`src/rtl/muldiv_seq_pkg.sv`:
```
// Shared definitions for the RV32M sequencer.
// Holds the funct3 codes for M-extension ops, the multiplier type codes,
// the FSM state encoding, and small decode helpers used by muldiv_seq.
package muldiv_seq_pkg;

  localparam logic [2:0] F3_MUL    = 3'b000;
  localparam logic [2:0] F3_MULH   = 3'b001;
  localparam logic [2:0] F3_MULHSU = 3'b010;
  localparam logic [2:0] F3_MULHU  = 3'b011;
  localparam logic [2:0] F3_DIV    = 3'b100;
  localparam logic [2:0] F3_DIVU   = 3'b101;
  localparam logic [2:0] F3_REM    = 3'b110;
  localparam logic [2:0] F3_REMU   = 3'b111;

  localparam logic [1:0] MULT_TYPE_LOW32      = 2'd0;
  localparam logic [1:0] MULT_TYPE_SXS_HIGH32 = 2'd1;
  localparam logic [1:0] MULT_TYPE_SXU_HIGH32 = 2'd2;
  localparam logic [1:0] MULT_TYPE_UXU_HIGH32 = 2'd3;

  typedef enum logic [2:0] {
    ST_IDLE     = 3'd0,
    ST_MUL_WAIT = 3'd1,
    ST_DIV_RUN  = 3'd2,
    ST_DIV_FIX  = 3'd3,
    ST_DONE     = 3'd4
  } state_t;

  function automatic logic [1:0] mult_type_of(input logic [2:0] f3);
    case (f3)
      F3_MULH:   return MULT_TYPE_SXS_HIGH32;
      F3_MULHSU: return MULT_TYPE_SXU_HIGH32;
      F3_MULHU:  return MULT_TYPE_UXU_HIGH32;
      default:   return MULT_TYPE_LOW32;
    endcase
  endfunction

  function automatic logic is_mul_op(input logic [2:0] f3);
    return (f3 == F3_MUL) || (f3 == F3_MULH) || (f3 == F3_MULHSU) || (f3 == F3_MULHU);
  endfunction

  function automatic logic is_signed_div(input logic [2:0] f3);
    return (f3 == F3_DIV) || (f3 == F3_REM);
  endfunction

  function automatic logic is_rem_op(input logic [2:0] f3);
    return (f3 == F3_REM) || (f3 == F3_REMU);
  endfunction

endpackage

```
`src/rtl/muldiv_seq_if.sv`:
```
// Bus between the execute stage / external multiplier and muldiv_seq.
// slave modport: the sequencer (op request in, stall/multiplier/result out).
// master modport: the surrounding pipeline and multiplier.
interface muldiv_seq_if;
  import muldiv_seq_pkg::*;

  logic        start_i;
  logic [2:0]  funct3_i;
  logic [31:0] rs1_data_i;
  logic [31:0] rs2_data_i;
  logic [4:0]  rd_addr_i;
  logic        flush_i;
  logic        stall_o;
  logic        mult_start_o;
  logic [1:0]  mult_type_o;
  logic [31:0] mult_a_o;
  logic [31:0] mult_b_o;
  logic [31:0] mult_result_i;
  logic        done_o;
  logic        rd_we_o;
  logic [4:0]  rd_addr_o;
  logic [31:0] rd_data_o;

  modport slave (
    input  start_i, funct3_i, rs1_data_i, rs2_data_i, rd_addr_i, flush_i, mult_result_i,
    output stall_o, mult_start_o, mult_type_o, mult_a_o, mult_b_o,
           done_o, rd_we_o, rd_addr_o, rd_data_o
  );

  modport master (
    output start_i, funct3_i, rs1_data_i, rs2_data_i, rd_addr_i, flush_i, mult_result_i,
    input  stall_o, mult_start_o, mult_type_o, mult_a_o, mult_b_o,
           done_o, rd_we_o, rd_addr_o, rd_data_o
  );
endinterface

```
`src/rtl/muldiv_seq_div_iter.sv`:
```
// div_iter: unsigned restoring divider, one quotient bit per step.
// Ports: clk, rst (active-low sync), load (capture operands, clear count),
// step (one shift-subtract), dividend_i/divisor_i, quotient_o/remainder_o,
// last_o (high on the step that produces the final quotient bit).
module div_iter (
  input  logic        clk,
  input  logic        rst,
  input  logic        load,
  input  logic        step,
  input  logic [31:0] dividend_i,
  input  logic [31:0] divisor_i,
  output logic [31:0] quotient_o,
  output logic [31:0] remainder_o,
  output logic        last_o
);
  logic [31:0] rem;
  logic [31:0] quo;
  logic [31:0] dvs;
  logic [4:0]  cnt;
  logic [32:0] shifted;
  logic [32:0] diff;

  // Partial remainder is 33 bits only transiently: after a step it is always
  // below the divisor, so 32 bits of storage suffice.
  assign shifted = {rem, quo[31]};
  assign diff    = shifted - {1'b0, dvs};

  always_ff @(posedge clk) begin
    if (!rst) begin
      rem <= '0;
      quo <= '0;
      dvs <= '0;
      cnt <= '0;
    end else if (load) begin
      rem <= '0;
      quo <= dividend_i;
      dvs <= divisor_i;
      cnt <= '0;
    end else if (step) begin
      rem <= diff[32] ? shifted[31:0] : diff[31:0];
      quo <= {quo[30:0], ~diff[32]};
      cnt <= cnt + 5'd1;
    end
  end

  assign quotient_o  = quo;
  assign remainder_o = rem;
  assign last_o      = step && (cnt == 5'd31);
endmodule

```
`src/rtl/muldiv_seq.sv`:
```
// muldiv_seq: RV32M sequencer for the execute stage.
// Ports: clk, rst (active-low sync), bus (muldiv_seq_if.slave) carrying the
// op request, flush, stall, multiplier launch/result and the rd write beat.
// Multiplies run on the external fixed-latency multiplier; divides run on
// div_iter with sign handling done here.
module muldiv_seq
  import muldiv_seq_pkg::*;
#(
  parameter int MULT_LATENCY = 3
) (
  input logic         clk,
  input logic         rst,
  muldiv_seq_if.slave bus
);
  state_t      state;
  logic [3:0]  cnt;
  logic        is_rem_q;
  logic        neg_quo_q;
  logic        neg_rem_q;
  logic        done_q;
  logic [4:0]  rd_q;
  logic [31:0] data_q;

  logic        accept;
  logic        mul_go;
  logic        sgn;
  logic        div_zero;
  logic        div_ovf;
  logic        div_load;
  logic        div_step;
  logic        div_last;
  logic signed [31:0] rs1_s;
  logic signed [31:0] rs2_s;
  logic [31:0] dvd_abs;
  logic [31:0] dvs_abs;
  logic [31:0] quo;
  logic [31:0] rem;

  function automatic logic [31:0] cond_neg(input logic neg, input logic [31:0] v);
    return neg ? (~v + 32'd1) : v;
  endfunction

  assign rs1_s    = signed'(bus.rs1_data_i);
  assign rs2_s    = signed'(bus.rs2_data_i);
  assign accept   = rst && (state == ST_IDLE) && bus.start_i && !bus.flush_i;
  assign mul_go   = accept && is_mul_op(bus.funct3_i);
  assign sgn      = is_signed_div(bus.funct3_i);
  assign div_zero = (bus.rs2_data_i == 32'd0);
  assign div_ovf  = sgn && (bus.rs1_data_i == 32'h8000_0000) && (bus.rs2_data_i == 32'hFFFF_FFFF);
  assign dvd_abs  = cond_neg(sgn && (rs1_s < 0), bus.rs1_data_i);
  assign dvs_abs  = cond_neg(sgn && (rs2_s < 0), bus.rs2_data_i);
  assign div_load = accept && !is_mul_op(bus.funct3_i) && !div_zero && !div_ovf;
  assign div_step = (state == ST_DIV_RUN) && !bus.flush_i;

  div_iter u_div (
    .clk         (clk),
    .rst         (rst),
    .load        (div_load),
    .step        (div_step),
    .dividend_i  (dvd_abs),
    .divisor_i   (dvs_abs),
    .quotient_o  (quo),
    .remainder_o (rem),
    .last_o      (div_last)
  );

  // The multiplier launch is combinational in the accept cycle so the
  // external unit starts without an extra cycle of latency.
  assign bus.mult_start_o = mul_go;
  assign bus.mult_type_o  = mul_go ? mult_type_of(bus.funct3_i) : 2'd0;
  assign bus.mult_a_o     = mul_go ? bus.rs1_data_i : 32'd0;
  assign bus.mult_b_o     = mul_go ? bus.rs2_data_i : 32'd0;

  assign bus.stall_o = rst && !bus.flush_i &&
                       (((state == ST_IDLE) && bus.start_i) ||
                        (state == ST_MUL_WAIT) || (state == ST_DIV_RUN) ||
                        (state == ST_DIV_FIX));

  assign bus.done_o    = done_q;
  assign bus.rd_we_o   = done_q;
  assign bus.rd_addr_o = rd_q;
  assign bus.rd_data_o = data_q;

  always_ff @(posedge clk) begin
    if (!rst) begin
      state     <= ST_IDLE;
      cnt       <= '0;
      is_rem_q  <= 1'b0;
      neg_quo_q <= 1'b0;
      neg_rem_q <= 1'b0;
      done_q    <= 1'b0;
      rd_q      <= '0;
      data_q    <= '0;
    end else begin
      done_q <= 1'b0;
      if (bus.flush_i) begin
        state <= ST_IDLE;
      end else begin
        case (state)
          ST_IDLE: begin
            if (bus.start_i) begin
              rd_q     <= bus.rd_addr_i;
              is_rem_q <= is_rem_op(bus.funct3_i);
              if (is_mul_op(bus.funct3_i)) begin
                cnt   <= 4'(MULT_LATENCY);
                state <= ST_MUL_WAIT;
              end else if (div_zero) begin
                data_q <= is_rem_op(bus.funct3_i) ? bus.rs1_data_i : 32'hFFFF_FFFF;
                done_q <= 1'b1;
                state  <= ST_DONE;
              end else if (div_ovf) begin
                data_q <= is_rem_op(bus.funct3_i) ? 32'd0 : 32'h8000_0000;
                done_q <= 1'b1;
                state  <= ST_DONE;
              end else begin
                neg_quo_q <= sgn && (rs1_s[31] ^ rs2_s[31]);
                neg_rem_q <= sgn && rs1_s[31];
                state     <= ST_DIV_RUN;
              end
            end
          end
          // Counter reaches 1 in cycle MULT_LATENCY after launch.
          ST_MUL_WAIT: begin
            cnt <= cnt - 4'd1;
            if (cnt == 4'd1) begin
              data_q <= bus.mult_result_i;
              done_q <= 1'b1;
              state  <= ST_DONE;
            end
          end
          ST_DIV_RUN: begin
            if (div_last) state <= ST_DIV_FIX;
          end
          ST_DIV_FIX: begin
            data_q <= is_rem_q ? cond_neg(neg_rem_q, rem) : cond_neg(neg_quo_q, quo);
            done_q <= 1'b1;
            state  <= ST_DONE;
          end
          ST_DONE: state <= ST_IDLE;
          default: state <= ST_IDLE;
        endcase
      end
    end
  end
endmodule
```
`src/flat_wrapper.sv`:
```
// flat-port wrapper written by rule: the top's interface ports become plain ports
module muldiv_seq_flat import muldiv_seq_pkg::*;
#(
  parameter int MULT_LATENCY = 3
)
  (clk, rst, bus_start_i, bus_funct3_i, bus_rs1_data_i, bus_rs2_data_i, bus_rd_addr_i, bus_flush_i, bus_mult_result_i, bus_stall_o, bus_mult_start_o, bus_mult_type_o, bus_mult_a_o, bus_mult_b_o, bus_done_o, bus_rd_we_o, bus_rd_addr_o, bus_rd_data_o);
  muldiv_seq_if bus_i ();
  input logic clk;
  input logic rst;
  input wire logic [$bits(bus_i.start_i)-1:0] bus_start_i;
  input wire logic [$bits(bus_i.funct3_i)-1:0] bus_funct3_i;
  input wire logic [$bits(bus_i.rs1_data_i)-1:0] bus_rs1_data_i;
  input wire logic [$bits(bus_i.rs2_data_i)-1:0] bus_rs2_data_i;
  input wire logic [$bits(bus_i.rd_addr_i)-1:0] bus_rd_addr_i;
  input wire logic [$bits(bus_i.flush_i)-1:0] bus_flush_i;
  input wire logic [$bits(bus_i.mult_result_i)-1:0] bus_mult_result_i;
  output wire logic [$bits(bus_i.stall_o)-1:0] bus_stall_o;
  output wire logic [$bits(bus_i.mult_start_o)-1:0] bus_mult_start_o;
  output wire logic [$bits(bus_i.mult_type_o)-1:0] bus_mult_type_o;
  output wire logic [$bits(bus_i.mult_a_o)-1:0] bus_mult_a_o;
  output wire logic [$bits(bus_i.mult_b_o)-1:0] bus_mult_b_o;
  output wire logic [$bits(bus_i.done_o)-1:0] bus_done_o;
  output wire logic [$bits(bus_i.rd_we_o)-1:0] bus_rd_we_o;
  output wire logic [$bits(bus_i.rd_addr_o)-1:0] bus_rd_addr_o;
  output wire logic [$bits(bus_i.rd_data_o)-1:0] bus_rd_data_o;
  assign bus_i.start_i = bus_start_i;
  assign bus_i.funct3_i = bus_funct3_i;
  assign bus_i.rs1_data_i = bus_rs1_data_i;
  assign bus_i.rs2_data_i = bus_rs2_data_i;
  assign bus_i.rd_addr_i = bus_rd_addr_i;
  assign bus_i.flush_i = bus_flush_i;
  assign bus_i.mult_result_i = bus_mult_result_i;
  assign bus_stall_o = bus_i.stall_o;
  assign bus_mult_start_o = bus_i.mult_start_o;
  assign bus_mult_type_o = bus_i.mult_type_o;
  assign bus_mult_a_o = bus_i.mult_a_o;
  assign bus_mult_b_o = bus_i.mult_b_o;
  assign bus_done_o = bus_i.done_o;
  assign bus_rd_we_o = bus_i.rd_we_o;
  assign bus_rd_addr_o = bus_i.rd_addr_o;
  assign bus_rd_data_o = bus_i.rd_data_o;
  muldiv_seq #(.MULT_LATENCY(MULT_LATENCY)) u_core (.clk(clk), .rst(rst), .bus(bus_i));
endmodule
```
`config.mk`:
```
export PLATFORM = sky130hd
export DESIGN_NAME = muldiv_seq_flat
export DESIGN_NICKNAME = d
export VERILOG_FILES = /design/src/rtl/muldiv_seq_pkg.sv /design/src/rtl/muldiv_seq_if.sv /design/src/rtl/muldiv_seq_div_iter.sv /design/src/rtl/muldiv_seq.sv /design/src/flat_wrapper.sv
export SDC_FILE = /design/constraint.sdc
export NUM_CORES = 1
export LEC_CHECK = 0
export CAP_MARGIN = 30
export CORE_ASPECT_RATIO = 2
export CORE_MARGIN = 2
export CORE_UTILIZATION = 40
export DETAILED_ROUTE_END_ITERATION = 6
export SYNTH_ARGS = -nofsm -noshare
export SYNTH_HDL_FRONTEND = slang
export SYNTH_SLANG_ARGS = --single-unit
```
`constraint.sdc`:
```
create_clock -name clk -period 4.65 [get_ports clk]
set_clock_uncertainty 0.2 [all_clocks]
set_input_delay 0.6975 -clock clk [delete_from_list [all_inputs] [get_ports clk]]
set_output_delay 0.6975 -clock clk [all_outputs]
set_load 0.02 [all_outputs]
```
==> load_flow_metrics.sql <==
INSERT INTO impl_metrics (metric_group, metric, value, unit) VALUES
('min_path', 'holdCritPathClass', 'reg2reg', ''),
('cells_and_area', 'layout.cells.most_common', 'sky130_fd_sc_hd__clkdlybuf4s50_1', ''),
('pwr', 'max-vdd-ir-drop', '268', 'uV'),
('sta', 'post-route-period-util', '90.8', '%'),
('cts', 'worst_skew_pair.late_latency', '0.44', 'ns'),
('placement', 'gp_congestion', '1.04', ''),
('synthesis', 'ys_seq_elements', '149', ''),
('cells_and_area', 'final-seq-area', '2980', 'sq um'),
('grt', 'groute.usage.overall', '30.9', '%'),
('cts', 'tritoncts_clock_tree', 'built', ''),
('critical_path', 'worstSetupPathType', 'in2out', ''),
('synthesis', 'async_reset_ff_share', '0', '%'),
('sta', 'setup-tns-final', '0', 'ns'),
('route', 'final_antenna_net_count', '0', ''),
('critical_path', 'r2r_slack', '0.63', 'ns'),
('floorplan', 'die-area', '31400', 'sq um'),
('floorplan', 'core_area', '29500', 'sq um'),
('critical_path', 'worst_setup_path_end_kind', 'output port', ''),
('synthesis', 'yosys_warning_count', '0', ''),
('synthesis', 'synth.yosys.seq_area_share', '24.9', '%'),
('cells_and_area', 'drive_gt1_share', '5.79', '%'),
('grt', 'globalRouteOverflowTotal', '0', ''),
('cts', 'clk_pin_slew', '0.06', 'ns'),
('synthesis', 'synth_enable_flop_cells', '0', ''),
('synthesis', 'mappedNetlistNets', '1775', ''),
('cells_and_area', 'num-fill-cells', '2959', ''),
('route', 'dr.first_iter.drc_count', '826', ''),
('sta', 'report.final.slew_viol_count', '0', ''),
('grt', 'grt_pass1_vias', '12600', ''),
('cells_and_area', 'finish.utilization', '51.3', '%'),
('floorplan', 'num_rows', '89', ''),
('cells_and_area', 'layout.cells.most_common_list', 'sky130_fd_sc_hd__clkdlybuf4s50_1, sky130_fd_sc_hd__nand2_1, sky130_fd_sc_hd__dfxtp_1, sky130_fd_sc_hd__a21oi_1, sky130_fd_sc_hd__nor2_1', ''),
('critical_path', 'critical_path_arrival', '3.32', 'ns'),
('floorplan', 'chipHeight', '249', 'um'),
('route', 'avgRoutedWirePerCell', '22.8', 'um'),
('route', 'dr.pass1.iters', '5', ''),
('synthesis', 'synth_area_per_cell', '7.36', 'sq um'),
('critical_path', 'required', '3.75', 'ns'),
('route', 'drt-vias-per-instance', '5.91', ''),
('cts', 'cts_setup_buffers', '0', ''),
('synthesis', 'syn_inst', '1625', ''),
('cts', 'clock_sinks', '149', ''),
('cells_and_area', 'area_delta_synth_final', '26.5', '%'),
('cts', 'root_buffer', 'sky130_fd_sc_hd__clkbuf_16', ''),
('route', 'wl', '49600', 'um'),
('critical_path', 'crit_path_start_kind', 'primary input', ''),
('sta', 'rsz0062_at_grt', 'no', ''),
('sta', 'worst_slew_margin_rel', '38.2', '%'),
('sta', 'clock.fmax', '237', 'MHz'),
('synthesis', 'syn-cell-area', '12000', 'sq um'),
('sta', 'finalCriticalPeriod', '4.22', 'ns'),
('pwr', 'finalPower', '3.96', 'mW'),
('outcome', 'status', 'complete, no violations', ''),
('placement', 'hpwlAfterDp', '39600', 'um'),
('grt', 'antenna_found_initial', '0', ''),
('critical_path', 'critical_path.max_fanout', '59', ''),
('pwr', 'static_leakage_power', '6.06', 'nW'),
('synthesis', 'dominantRegCellSynth', 'sky130_fd_sc_hd__dfxtp_1', ''),
('grt', 'grt_start_max_net_pins', '79', ''),
('synthesis', 'synth_cell_types', '66', ''),
('min_path', 'worst_hold_path.num_cells', '2', ''),
('cts', 'htree_depth', '4', ''),
('floorplan', 'initial_core_util', '40.5', '%'),
('pwr', 'power_density', '262', 'nW/um^2'),
('cts', 'holdBufCountCts', '0', ''),
('sta', 'timing_worst_slew_pin_value', '0.924', 'ns'),
('sta', 'setup_viol', '0', ''),
('cts', 'cts_inserted_buffers', '17', ''),
('cells_and_area', 'num-nets-final', '1950', ''),
('floorplan', 'floorplan.io_pins', '215', ''),
('cts', 'post_cts_resized', '0', ''),
('cells_and_area', 'multi_input_comb_area', '8370', 'sq um'),
('grt', 'wire_length_of_the_first_global_routing_pass', '73900', 'um'),
('sta', 'hold_fails_final_rpt', '0', ''),
('critical_path', 'timing.reg2reg.worst_path_depth', '11', ''),
('floorplan', 'die-width', '126', 'um'),
('sta', 'hold-worst-slack', '0.267', 'ns'),
('flow_run', 'timing.max_cap.violations', '0', ''),
('route', 'post-route-drc-count', '0', ''),
('cts', 'max-clock-path-buffers', '2', ''),
('route', 'routed-via-count', '12900', ''),
('placement', 'io_buffers', '214', '');
## critical path, cell delays in order
cell and delay, ns:
sky130_fd_sc_hd__clkdlybuf4s50_1 0.51, sky130_fd_sc_hd__nor2_1 0.29, sky130_fd_sc_hd__nand2_1 0.32, sky130_fd_sc_hd__nor3_2 0.24, sky130_fd_sc_hd__buf_4 0.42, sky130_fd_sc_hd__and2_1 0.20
sky130_fd_sc_hd__clkdlybuf4s50_1 0.62
## metal layers
metal | global-route usage [%] | vias to the layer above | share of wire [%]
met2 | 57.6 | 390 | 53
met4 | 28.8 | 0 | 11
li1 | - | 6174 | -
met1 | 28.0 | 6136 | 32
met3 | 3.72 | 168 | 3.1
met5 | 0 | - | 0
## final cells by class
type | instances | area share (%)
Multi-Input combinational cell | 1313 | 55.3
Clock inverter | 13 | 0.885
Tap cell | 364 | 3.01
Inverter | 54 | 1.34
Sequential cell | 149 | 19.7
Timing Repair Buffer | 265 | 16.9
Antenna cell | 1 | 0.0165
Clock buffer | 18 | 2.84
## per-stage QoR
step | setup WS, ns | std cells | area (sq um)
5_1_grt | 0.412 | 2176 | 15100
4_1_cts | 0.529 | 2176 | 15100
3_5_place_dp | 0.382 | 2145 | 14600
3_3_place_gp | 0.442 | 2145 | 14600
6_report | 0.428 | 2177 | 15100
2_1_floorplan | 1.31 | 1625 | 12000
## power by group
part	switching, mW	internal (mW)	leakage [nW]
clock	0.565	0.782	0.260
sequential	0.0651	1.33	1.21
combinational	0.713	0.510	4.59
total	1.34	2.62	6.06
## Yosys cell counts, types with 9 or more instances
cell type	count	area share [%]
sky130_fd_sc_hd__nand2_1	204	6.4
sky130_fd_sc_hd__dfxtp_1	149	25
sky130_fd_sc_hd__a21oi_1	119	5.0
sky130_fd_sc_hd__nor2_1	113	3.5
sky130_fd_sc_hd__o21ai_0	99	4.1
sky130_fd_sc_hd__clkbuf_1	91	2.9
sky130_fd_sc_hd__xor2_1	75	5.5
sky130_fd_sc_hd__xnor2_1	73	5.3
sky130_fd_sc_hd__and2_1	70	3.7
sky130_fd_sc_hd__nand3_1	57	2.4
sky130_fd_sc_hd__inv_1	54	1.7
sky130_fd_sc_hd__ha_1	41	4.3
sky130_fd_sc_hd__o211a_1	40	3.3
sky130_fd_sc_hd__and3_1	36	1.9
sky130_fd_sc_hd__mux2i_1	31	2.6
sky130_fd_sc_hd__nor3_1	28	1.2
sky130_fd_sc_hd__o211ai_1	28	1.8
sky130_fd_sc_hd__o31ai_1	28	1.8
sky130_fd_sc_hd__nor4_1	22	1.2
sky130_fd_sc_hd__nand4_1	20	1.0
sky130_fd_sc_hd__nor2b_1	20	1.0
sky130_fd_sc_hd__o41ai_1	20	1.5
sky130_fd_sc_hd__or3_1	17	0.89
sky130_fd_sc_hd__a211oi_1	16	1.0
sky130_fd_sc_hd__a31oi_1	15	0.78
sky130_fd_sc_hd__or4_1	15	0.94
sky130_fd_sc_hd__a21o_1	13	0.82
sky130_fd_sc_hd__nand2b_1	12	0.63
sky130_fd_sc_hd__a21boi_0	9	0.56
## final timing paths
kind | startpoint | endpoint
setup / recovery | bus_flush_i | bus_mult_b_o[15]
hold / removal | u_core.u_div.cnt[4] | u_core.u_div.cnt[4]
setup reg to reg | u_core.u_div.remainder_o[6] | u_core.u_div.remainder_o[26]
hold reg to reg | u_core.u_div.cnt[4] | u_core.u_div.cnt[4]
## logic make-up after synthesis
group | share of synthesized area (%)
AO/OA/AOI/OAI | 24.9
XOR/XNOR | 11.0
adder cells (fa/ha/maj) | 4.46
buffers and inverters | 5.32
flip-flops | 24.9
multiplexers | 2.69
AND/OR/NAND/NOR | 26.7
## registers in the layout, summed over array words and instances, names as in the netlist
register                  cells
u_core.neg_rem_q              1
u_core.cnt                    4
u_core.u_div.quotient_o      32
u_core.state                  3
u_core.bus.rd_addr_o          5
u_core.bus.rd_data_o         32
u_core.u_div.remainder_o     32
u_core.u_div.cnt              5
u_core.bus.done_o             1
u_core.neg_quo_q              1
u_core.is_rem_q               1
u_core.u_div.dvs             32
Note: power is estimated with default switching activity, not from simulation.
